### config.mk
export PLATFORM = sky130hd
export DESIGN_NAME = decade_chain_ctrl
export DESIGN_NICKNAME = d
export VERILOG_FILES = /design/src/rtl/decade_chain_ctrl.sv
export SDC_FILE = /design/constraint.sdc
export NUM_CORES = 1
export LEC_CHECK = 0
export BUFFER_PORTS_ARGS = -buffer_cell sky130_fd_sc_hd__buf_2
export CAP_MARGIN = 20
export CORE_MARGIN = 8
export CORE_UTILIZATION = 38
export CTS_CLUSTER_SIZE = 16
export DETAILED_ROUTE_END_ITERATION = 8
export PLACE_DENSITY_LB_ADDON = 0.08
export SLEW_MARGIN = 25
export SYNTH_ARGS = -nofsm -noshare
export SYNTH_HDL_FRONTEND = slang
export SYNTH_SLANG_ARGS = --single-unit
### constraint.sdc
create_clock -name clk -period 1.4 [get_ports clk]
set_clock_uncertainty 0.15 [all_clocks]
set_input_delay 0.28 -clock clk [delete_from_list [all_inputs] [get_ports clk]]
set_output_delay 0.28 -clock clk [all_outputs]
set_load 0.05 [all_outputs]
### src/rtl/decade_chain_ctrl.sv
// Sequencing controller for a chain of cascaded decimal counters: button edge
// detection, run/hold/done control, count-tick prescaler and ripple-carry enables.
module decade_chain_ctrl #(
    parameter int DIGITS   = 2,
    parameter int PRESCALE = 4
) (
    input  logic                  clk,
    input  logic                  rst,
    input  logic                  start,
    input  logic                  stop,
    input  logic                  clear,
    input  logic [4*DIGITS-1:0]   digits,
    input  logic [4*DIGITS-1:0]   limit,
    input  logic                  limit_en,
    output logic [DIGITS-1:0]     cnt_en,
    output logic                  cnt_clr,
    output logic                  running,
    output logic                  done,
    output logic [1:0]            state_dbg
);

    localparam int PW = $clog2(PRESCALE);
    localparam logic [PW-1:0] PRESC_MAX = PW'(PRESCALE - 1);

    typedef enum logic [1:0] {
        S_IDLE = 2'd0,
        S_RUN  = 2'd1,
        S_HOLD = 2'd2,
        S_DONE = 2'd3
    } state_t;

    state_t              state_q, state_d;
    logic [PW-1:0]       presc_q, presc_d;
    logic                prev_start_q, prev_stop_q, prev_clear_q;
    logic [DIGITS-1:0]   cnt_en_q, cnt_en_d;
    logic                cnt_clr_q, cnt_clr_d;

    logic                start_ev, stop_ev, clear_ev;
    logic                tick, at_limit;
    logic [DIGITS-1:0]   carry_mask;

    always_comb begin
        start_ev = start & ~prev_start_q;
        stop_ev  = stop  & ~prev_stop_q;
        clear_ev = clear & ~prev_clear_q;
        tick     = (state_q == S_RUN) && (presc_q == PRESC_MAX);
        at_limit = limit_en && (digits == limit);
    end

    // Digit i advances only when every lower digit reads exactly 9; invalid codes never carry.
    always_comb begin
        carry_mask    = '0;
        carry_mask[0] = 1'b1;
        for (int i = 1; i < DIGITS; i++) begin
            carry_mask[i] = carry_mask[i-1] & (digits[4*(i-1) +: 4] == 4'd9);
        end
    end

    always_comb begin
        state_d   = state_q;
        presc_d   = presc_q;
        cnt_en_d  = '0;
        cnt_clr_d = 1'b0;
        case (state_q)
            S_IDLE: begin
                if (clear_ev) begin
                    cnt_clr_d = 1'b1;
                end else if (start_ev && !stop_ev) begin
                    state_d = S_RUN;
                    presc_d = '0;
                end
            end
            S_RUN: begin
                if (clear_ev) begin
                    cnt_clr_d = 1'b1;
                    state_d   = S_IDLE;
                    presc_d   = '0;
                end else if (stop_ev) begin
                    state_d = S_HOLD;
                end else if (tick) begin
                    presc_d = '0;
                    if (at_limit) begin
                        state_d = S_DONE;
                    end else begin
                        cnt_en_d = carry_mask;
                    end
                end else begin
                    presc_d = presc_q + PW'(1);
                end
            end
            S_HOLD: begin
                // Prescaler is frozen here so a resume continues the interrupted tick period.
                if (clear_ev) begin
                    cnt_clr_d = 1'b1;
                    state_d   = S_IDLE;
                    presc_d   = '0;
                end else if (start_ev && !stop_ev) begin
                    state_d = S_RUN;
                end
            end
            S_DONE: begin
                if (clear_ev) begin
                    cnt_clr_d = 1'b1;
                    state_d   = S_IDLE;
                    presc_d   = '0;
                end
            end
            default: begin
                state_d = S_IDLE;
                presc_d = '0;
            end
        endcase
    end

    always_ff @(posedge clk or posedge rst) begin
        if (rst) begin
            state_q      <= S_IDLE;
            presc_q      <= '0;
            prev_start_q <= 1'b0;
            prev_stop_q  <= 1'b0;
            prev_clear_q <= 1'b0;
            cnt_en_q     <= '0;
            cnt_clr_q    <= 1'b0;
        end else begin
            state_q      <= state_d;
            presc_q      <= presc_d;
            prev_start_q <= start;
            prev_stop_q  <= stop;
            prev_clear_q <= clear;
            cnt_en_q     <= cnt_en_d;
            cnt_clr_q    <= cnt_clr_d;
        end
    end

    assign cnt_en    = cnt_en_q;
    assign cnt_clr   = cnt_clr_q;
    assign running   = (state_q == S_RUN);
    assign done      = (state_q == S_DONE);
    assign state_dbg = state_q;

endmodule
==> results.toml, run 1 <==
[yosys]
synth-main-ff-cell = "dfrtp_1"
synth_edf_count = 0
synth_warnings = 0
synth-seq-area-share_pct = 44.6
synth_top_cell_by_area = "dfrtp_1"
syn_nets = 76
synth_top_area_share_pct = 44.6
syn_avg_cell_area_um2 = 10.6
synth-async-reset-ratio_pct = 100
synth_cell_types = 25
netlist_top_cells_area = "dfrtp_1 45%, xnor2_1 11%, mux2_1 4.0%"
synth_cells = 53
synth_area_um2 = 561
ys_ff_latch = 10

[routing]
firstDrtPassIters = 3
viasPerCell = 4.69
drtIter0Drc = 1
ant_nets = 0
vias = 553
drc = 0
routedWlPerCell_um = 12.5
routed_wl_mm = 1.48

[setup_path]
cp_max_fo = 5
end_kind = "output port"
crit_arrival_ns = 1.06
crit_start = "state_dbg[0]"
crit_slowest_cell = "dfrtp_2"
cp.required_ns = 0.97
r2r-start = "state_dbg[1]"
critPathKind = "reg -> out"
path_cells = "nand2b_4 > clkinv_8 > buf_12"
start_kind = "flop"
max_stage_delay_ns = 0.46

[floorplan]
ios = 29
start_util_pct = 39.0
dieWidth_um = 54.4
die_h_um = 54.4
rows = 14
core_area_mm2 = 0.00144
die_area_mm2 = 0.00296

[clock_network]
cts_buffer_depth = 2
cts_buffers = 3
cts_tree = "built"
root_buffer = "clkbuf_4"
clk_pin_slew_ns = 0.07
cts_max_level = 1
cts.sinks = 10
clk_latency_ns = 0.26

[timing]
rsz0062_at_grt = "true"
fmax_mhz = 670
maxSlewHeadroom_pct = 74.1
setup_tns_ns = -0.390
final_hold_viol_count = 0
layout_min_cycle_time_ns = 1.49
tightest_slew_ns = 0.388
setup_viol = 6
post-route-worst-setup-slack_ns = -0.0928
post-route-period-util_pct = 107
slew_violations = 0

[hold_path]
hold_class = "in -> reg"
hold_start = "digits[2]"

[cells_and_area]
final_nets = 126
fin_area_mm2 = 0.00101
fin_util_pct = 70.5
diodes = 0
area_delta_synth_final_pct = 80.6
final_common_cell = "buf_2"
drive_gt1_share_pct = 63.7
layout_common_cells = "24 x buf_2, 14 x buf_4, 8 x dfrtp_1"

[power_and_ir_drop]
p_sw_share_pct = 34.5
p_total_mw = 1.23
seqPwrFrac_pct = 29.9
irDropWorstVdd_uv = 570
power.switching_mw = 0.423
p_clk_share_pct = 21.0
p_comb_share_pct = 49.1
leakage_nw = 0.483
power_density_mw_per_mm2 = 1210
intPower_mw = 0.802

[grt]
use_met1_pct = 12.2
gr-usage-met3_pct = 3.80
grt_max_degree = 11
grt_pass1_wl_mm = 2.50
busiest_layer = "met2"
grt_pass1_vias = 634
grtUsageMet2_pct = 19.7
antenna_found_initial = 0
overflow = 0
grtUsageTotal_pct = 11.7

[placed_design]
numPortBuffers = 28
dp_slack_ns = -0.161
hpwl_mm = 1.17
gp_congestion = 0.739
place_area_um2 = 816

[run_status]
violations = "setup timing"
status = "complete, but fails checks"

[run]
drv_cap = 0
[cells by family after synthesis]
| family | share of synthesized area [%] |
|---|---|
| adders and majority gates | 2.23 |
| AOI/OAI and AO/OA | 6.92 |
| buffers and inverters | 3.12 |
| muxes | 4.02 |
| DFF | 44.6 |
| and+or+nand+nor | 25.2 |
| xor gates and xnor gates | 13.8 |
[critical path, delay by kind of cell (launching register included)]
family,cells,cell delay (ns)
simple gates,1,0.13
buf+inv,2,0.21
flops,1,0.46
[power by group through the flow]
stage	sequential (mW)	combinational (mW)	clock [mW]
detailed placement	0.368	0.425	0
finish	0.366	0.602	0.258
global route	0.372	0.638	0.280
floorplan	0.425	0.214	0
global placement	0.369	0.420	0
CTS	0.365	0.578	0.264
[repair_timing]
item / CTS / global route
gates resized for setup: 19 / 6
hold buffers: 4 / 0
endpoints found under the hold margin: 13 / 0
pin swaps: 0 / 5
buffers inserted: 3 / 0
endpoints found under the setup margin: 7 / 7
[per-layer routing]
layer / vias up / share of wire [%]
met5: - / 0
met4: 0 / 1.3
met3: 2 / 7.7
met2: 25 / 49
met1: 250 / 42
li1: 276 / -
[sequential cells by signal, summed over array words and instances, names as in the netlist]
signal	flops
cnt_en	2
presc_q	2
state_dbg	2
cnt_clr	1
prev_clear_q	1
prev_start_q	1
prev_stop_q	1
[per-stage QoR]
| stage | cells | hold slack [ns] |
|---|---|---|
| after detailed placement | 107 | 0.128 |
| after global placement | 107 | 0.120 |
| final | 118 | 0.163 |
| after floorplan | 53 | -0.0300 |
| after CTS | 118 | 0.138 |
| after global routing | 118 | 0.177 |
[Yosys cell counts (all sizes together), types with 2 or more instances]
library cell,instances
a21oi,2
dfrtp,10
inv,2
mux2,2
nand2,3
nand2b,2
nand3,2
nor2,6
nor2b,2
nor3,3
xnor2,8
[area by class of cell]
cell class	count	area, um2
Clock buffer	4	36.3
Fill cell	126	424
Inverter	3	23.8
Multi-Input combinational cell	39	353
Sequential cell	10	253
Tap cell	16	20.0
Timing Repair Buffer	46	327
[worst paths after layout]
path,to,slack [ns],depth (start not counted)
worst max-delay path,running,-0.09,3
min in group asynchronous,prev_start_q,0.38,3
worst min-delay path,cnt_en[1],0.16,4
worst max register to register,state_dbg[1],-0.08,5
max in group asynchronous,state_dbg[1],0.41,3
worst min register to register,presc_q[1],0.39,1
Note: power is estimated with default switching activity, not from simulation.
==> run 2: changes to the inputs <==
--- a/config.mk
+++ b/config.mk
@@ -12,6 +12,7 @@
 export CTS_CLUSTER_SIZE = 16
 export DETAILED_ROUTE_END_ITERATION = 8
 export PLACE_DENSITY_LB_ADDON = 0.08
+export RECOVER_POWER = 100
 export SLEW_MARGIN = 25
 export SYNTH_ARGS = -nofsm -noshare
 export SYNTH_HDL_FRONTEND = slang
==> results.toml, run 2 (synthesis results as in run 1) <==
[timing]
fmax_mhz = 670
rsz0062_at_grt = "true"
tightest_slew_ns = 0.388
setup_viol = 6
post-route-period-util_pct = 107
slew_violations = 0
layout_min_cycle_time_ns = 1.49
post-route-worst-setup-slack_ns = -0.0931
maxSlewHeadroom_pct = 74.1
final_hold_viol_count = 0

[power_and_ir_drop]
leakage_nw = 0.471
seqPwrFrac_pct = 29.9
p_sw_share_pct = 34.6
p_total_mw = 1.22
power_density_mw_per_mm2 = 1220
p_comb_share_pct = 49.0
irDropWorstVdd_uv = 568
power.switching_mw = 0.422
intPower_mw = 0.800
p_clk_share_pct = 21.1

[clock_network]
cts.sinks = 10
clk_pin_slew_ns = 0.07
cts_buffers = 3
cts_max_level = 1
cts_buffer_depth = 2
clk_latency_ns = 0.26
cts_tree = "built"
root_buffer = "clkbuf_4"

[grt]
grt_pass1_vias = 634
overflow = 0
grt_pass1_wl_mm = 2.50
grtUsageTotal_pct = 11.7
antenna_found_initial = 0
grt_max_degree = 11

[cells_and_area]
area_delta_synth_final_pct = 79.0
drive_gt1_share_pct = 59.8
diodes = 0
layout_common_cells = "19 x buf_2, 13 x buf_4, 8 x dfrtp_1"
fin_area_mm2 = 0.00100
seq_area_um2 = 253
multi_input_area_um2 = 350
final_common_cell = "buf_2"
fin_util_pct = 69.9
fillers = 131
final_nets = 126

[placed_design]
hpwl_mm = 1.17
gp_congestion = 0.739
place_area_um2 = 816
numPortBuffers = 28

[floorplan]
die_area_mm2 = 0.00296
start_util_pct = 39.0
ios = 29
rows = 14
core_area_mm2 = 0.00144
die_h_um = 54.4
dieWidth_um = 54.4

[routing]
drtIter0Drc = 1
ant_nets = 0
viasPerCell = 4.69
routedWlPerCell_um = 12.5
firstDrtPassIters = 3
drc = 0
vias = 553
routed_wl_mm = 1.48

[setup_path]
cp_max_fo = 5
cp.required_ns = 0.97
start_kind = "flop"
crit_arrival_ns = 1.06
end_kind = "output port"
critPathKind = "reg -> out"
ff2ff_path_depth = 3

[run_status]
violations = "setup timing"
status = "complete, but fails checks"

[hold_path]
holdPathStages = 4
hold_class = "in -> reg"

[run]
drv_cap = 0
[run 2: through the flow]
stage	setup TNS (ns)	cells	setup slack, ns	hold slack (ns)
3_3_place_gp	-0.360	107	-0.148	0.120
2_1_floorplan	-0.376	53	-0.219	-0.0300
5_1_grt	-0.623	118	-0.139	0.180
3_5_place_dp	-0.435	107	-0.161	0.128
4_1_cts	-0.389	118	-0.0954	0.138
6_report	-0.389	118	-0.0931	0.166
[run 2: worst paths after layout]
check / to / slack (ns) / startpoint
max: running / -0.09 / state_dbg[0]
min: cnt_en[1] / 0.17 / digits[2]
max reg2reg: presc_q[1] / -0.08 / state_dbg[0]
min reg2reg: presc_q[1] / 0.39 / presc_q[1]
max in group asynchronous: state_dbg[1] / 0.41 / rst
min in group asynchronous: prev_start_q / 0.38 / rst
[run 2: layout make-up]
type,instances,share of cell area [%]
timing repair buffer,46,31.9
clock buffer,4,3.62
tap,16,2.00
inverter,3,2.37
multi-input combinational,39,34.9
sequential,10,25.2
[run 2: routing by layer]
layer / vias to the layer above / GRT usage (%) / wire length, um
li1: 276 / - / -
met4: 0 / 7.38 / 19
met3: 2 / 3.80 / 105
met2: 25 / 19.7 / 716
met1: 250 / 12.2 / 635
met5: - / 0 / 0
[run 2: worst max-delay path: stages, from the launching register on]
cell and delay, ns:
dfrtp_2 0.46, nand2b_4 0.13, clkinv_8 0.07, buf_12 0.14
[run 2: power groups by stage]
stage                     clock [mW]  combinational (mW)  sequential [mW]
final                          0.258               0.598            0.366
after global routing           0.280               0.635            0.372
after CTS                      0.264               0.578            0.365
after detailed placement           0               0.425            0.368
after global placement             0               0.420            0.369
after floorplan                    0               0.214            0.425
[run 2: what timing repair did]
item / 4_1_cts / 5_1_grt
setup endpoints to repair: 7 / 7
hold buffers: 4 / 0
setup buffers: 3 / 0
gates resized for setup: 19 / 6
pin swaps: 0 / 5
hold endpoints to repair: 13 / 0
==> run 3: changes to the inputs <==
--- a/config.mk
+++ b/config.mk
@@ -6,13 +6,14 @@
 export NUM_CORES = 1
 export LEC_CHECK = 0
 export BUFFER_PORTS_ARGS = -buffer_cell sky130_fd_sc_hd__buf_2
-export CAP_MARGIN = 20
+export CAP_MARGIN = 0
 export CORE_MARGIN = 8
 export CORE_UTILIZATION = 38
 export CTS_CLUSTER_SIZE = 16
 export DETAILED_ROUTE_END_ITERATION = 8
 export PLACE_DENSITY_LB_ADDON = 0.08
 export RECOVER_POWER = 100
+export SETUP_SLACK_MARGIN = 0.02
 export SLEW_MARGIN = 25
 export SYNTH_ARGS = -nofsm -noshare
 export SYNTH_HDL_FRONTEND = slang
==> results.toml, run 3 (synthesis results as in run 1) <==
[cells_and_area]
diodes = 0
fin_util_pct = 69.4
area_delta_synth_final_pct = 77.9
final_common_cell = "buf_2"
finalNonFillerCells = 118
drive_gt1_share_pct = 59.8
layout_common_cells = "19 x buf_2, 13 x buf_4, 8 x dfrtp_1"
final_nets = 126

[routing]
firstDrtPassIters = 3
ant_nets = 0
routed_wl_mm = 1.48
met3_length_um = 105
drc = 0
routedWlPerCell_um = 12.6
viasPerCell = 4.69
wl_met1_um = 643
routed.top_layer = "met4"
drtIter0Drc = 1
dr_wl_met2_um = 715
vias = 553

[timing]
layout_min_cycle_time_ns = 1.49
final_hold_viol_count = 0
fmax_mhz = 669
post-route-period-util_pct = 107
post-route-worst-setup-slack_ns = -0.0945
setup_viol = 6
tightest_slew_ns = 0.388
maxSlewHeadroom_pct = 74.1
rsz0062_at_grt = "true"
setup_tns_ns = -0.393
slew_violations = 0

[clock_network]
cts.sinks = 10
cts_tree = "built"
cts_max_level = 1
clk_latency_ns = 0.26
root_buffer = "clkbuf_4"
cts_buffers = 3
clk_pin_slew_ns = 0.07
cts_buffer_depth = 2

[placed_design]
gp_congestion = 0.739
hpwl_mm = 1.17
place_inst = 107
numPortBuffers = 28
dp_slack_ns = -0.161

[floorplan]
rows = 14
die_area_mm2 = 0.00296
dieWidth_um = 54.4
ios = 29
die_h_um = 54.4
start_util_pct = 39.0
core_area_mm2 = 0.00144

[power_and_ir_drop]
power_density_mw_per_mm2 = 1220
p_sw_share_pct = 34.5
intPower_mw = 0.796
leakage_nw = 0.471
p_clk_share_pct = 21.2
power.switching_mw = 0.419
seqPwrFrac_pct = 30.1
irDropWorstVdd_uv = 549
p_comb_share_pct = 48.7

[setup_path]
cp_max_fo = 5
rrSetupSlack_ns = -0.08
crit_arrival_ns = 1.06
start_kind = "flop"
critPathKind = "reg -> out"
end_kind = "output port"
cp.required_ns = 0.97

[grt]
grtUsageTotal_pct = 11.7
antenna_found_initial = 0
grt_pass1_wl_mm = 2.50
grt_max_degree = 11
overflow = 0
grt_pass1_vias = 634

[run_status]
status = "complete, but fails checks"
violations = "setup timing"

[hold_path]
hold_class = "in -> reg"

[run]
drv_cap = 0
[run 3: cell count changes in the layout (fill, tap and decap cells not counted)]
cell,change
nor3_2,+1
nor3_4,-1
[run 3: layout make-up]
type,count,area (um2)
Fill cell,132,439
Sequential cell,10,253
Timing Repair Buffer,46,320
Clock buffer,4,36.3
Multi-Input combinational cell,39,344
Tap cell,16,20.0
Inverter,3,23.8
[run 3: worst max-delay path, cell delays in order (launching register included)]
cell      delay, ns
dfrtp_2        0.46
nand2b_4       0.13
clkinv_8       0.07
buf_12         0.14
[run 3: through the flow]
stage / hold WS [ns] / area [um2] / total power [mW]
finish: 0.166 / 997 / 1.22
global route: 0.180 / 997 / 1.28
CTS: 0.149 / 985 / 1.21
detailed placement: 0.128 / 816 / 0.793
global placement: 0.120 / 816 / 0.789
floorplan: -0.0300 / 581 / 0.639
[run 3: power groups by stage]
stage	clock network (mW)	registers (mW)	logic, mW
floorplan	0	0.425	0.214
global placement	0	0.369	0.420
detailed placement	0	0.368	0.425
CTS	0.264	0.365	0.578
global route	0.280	0.372	0.628
finish	0.258	0.366	0.592
[run 3: metal layers]
| layer | up-vias | track usage (%) |
|---|---|---|
| met5 | - | 0 |
| met4 | 0 | 7.38 |
| met3 | 2 | 3.80 |
| met2 | 25 | 19.7 |
| met1 | 250 | 12.2 |
| li1 | 276 | - |
[run 3: worst paths after layout]
check | from | endpoint | cells past startpoint
min reg2reg | presc_q[1] | presc_q[1] | 1
max in group asynchronous | rst | state_dbg[1] | 3
min | digits[2] | cnt_en[1] | 4
min in group asynchronous | rst | prev_start_q | 3
max reg2reg | state_dbg[0] | presc_q[1] | 3
max | state_dbg[0] | running | 3
[run 3: timing repair]
| item | in CTS | in global routing |
|---|---|---|
| resized for setup | 19 | 5 |
| hold buffers | 4 | 0 |
| setup endpoints to repair | 7 | 8 |
| hold endpoints to repair | 13 | 0 |
| buffers inserted | 3 | 0 |
| pin swaps | 2 | 3 |
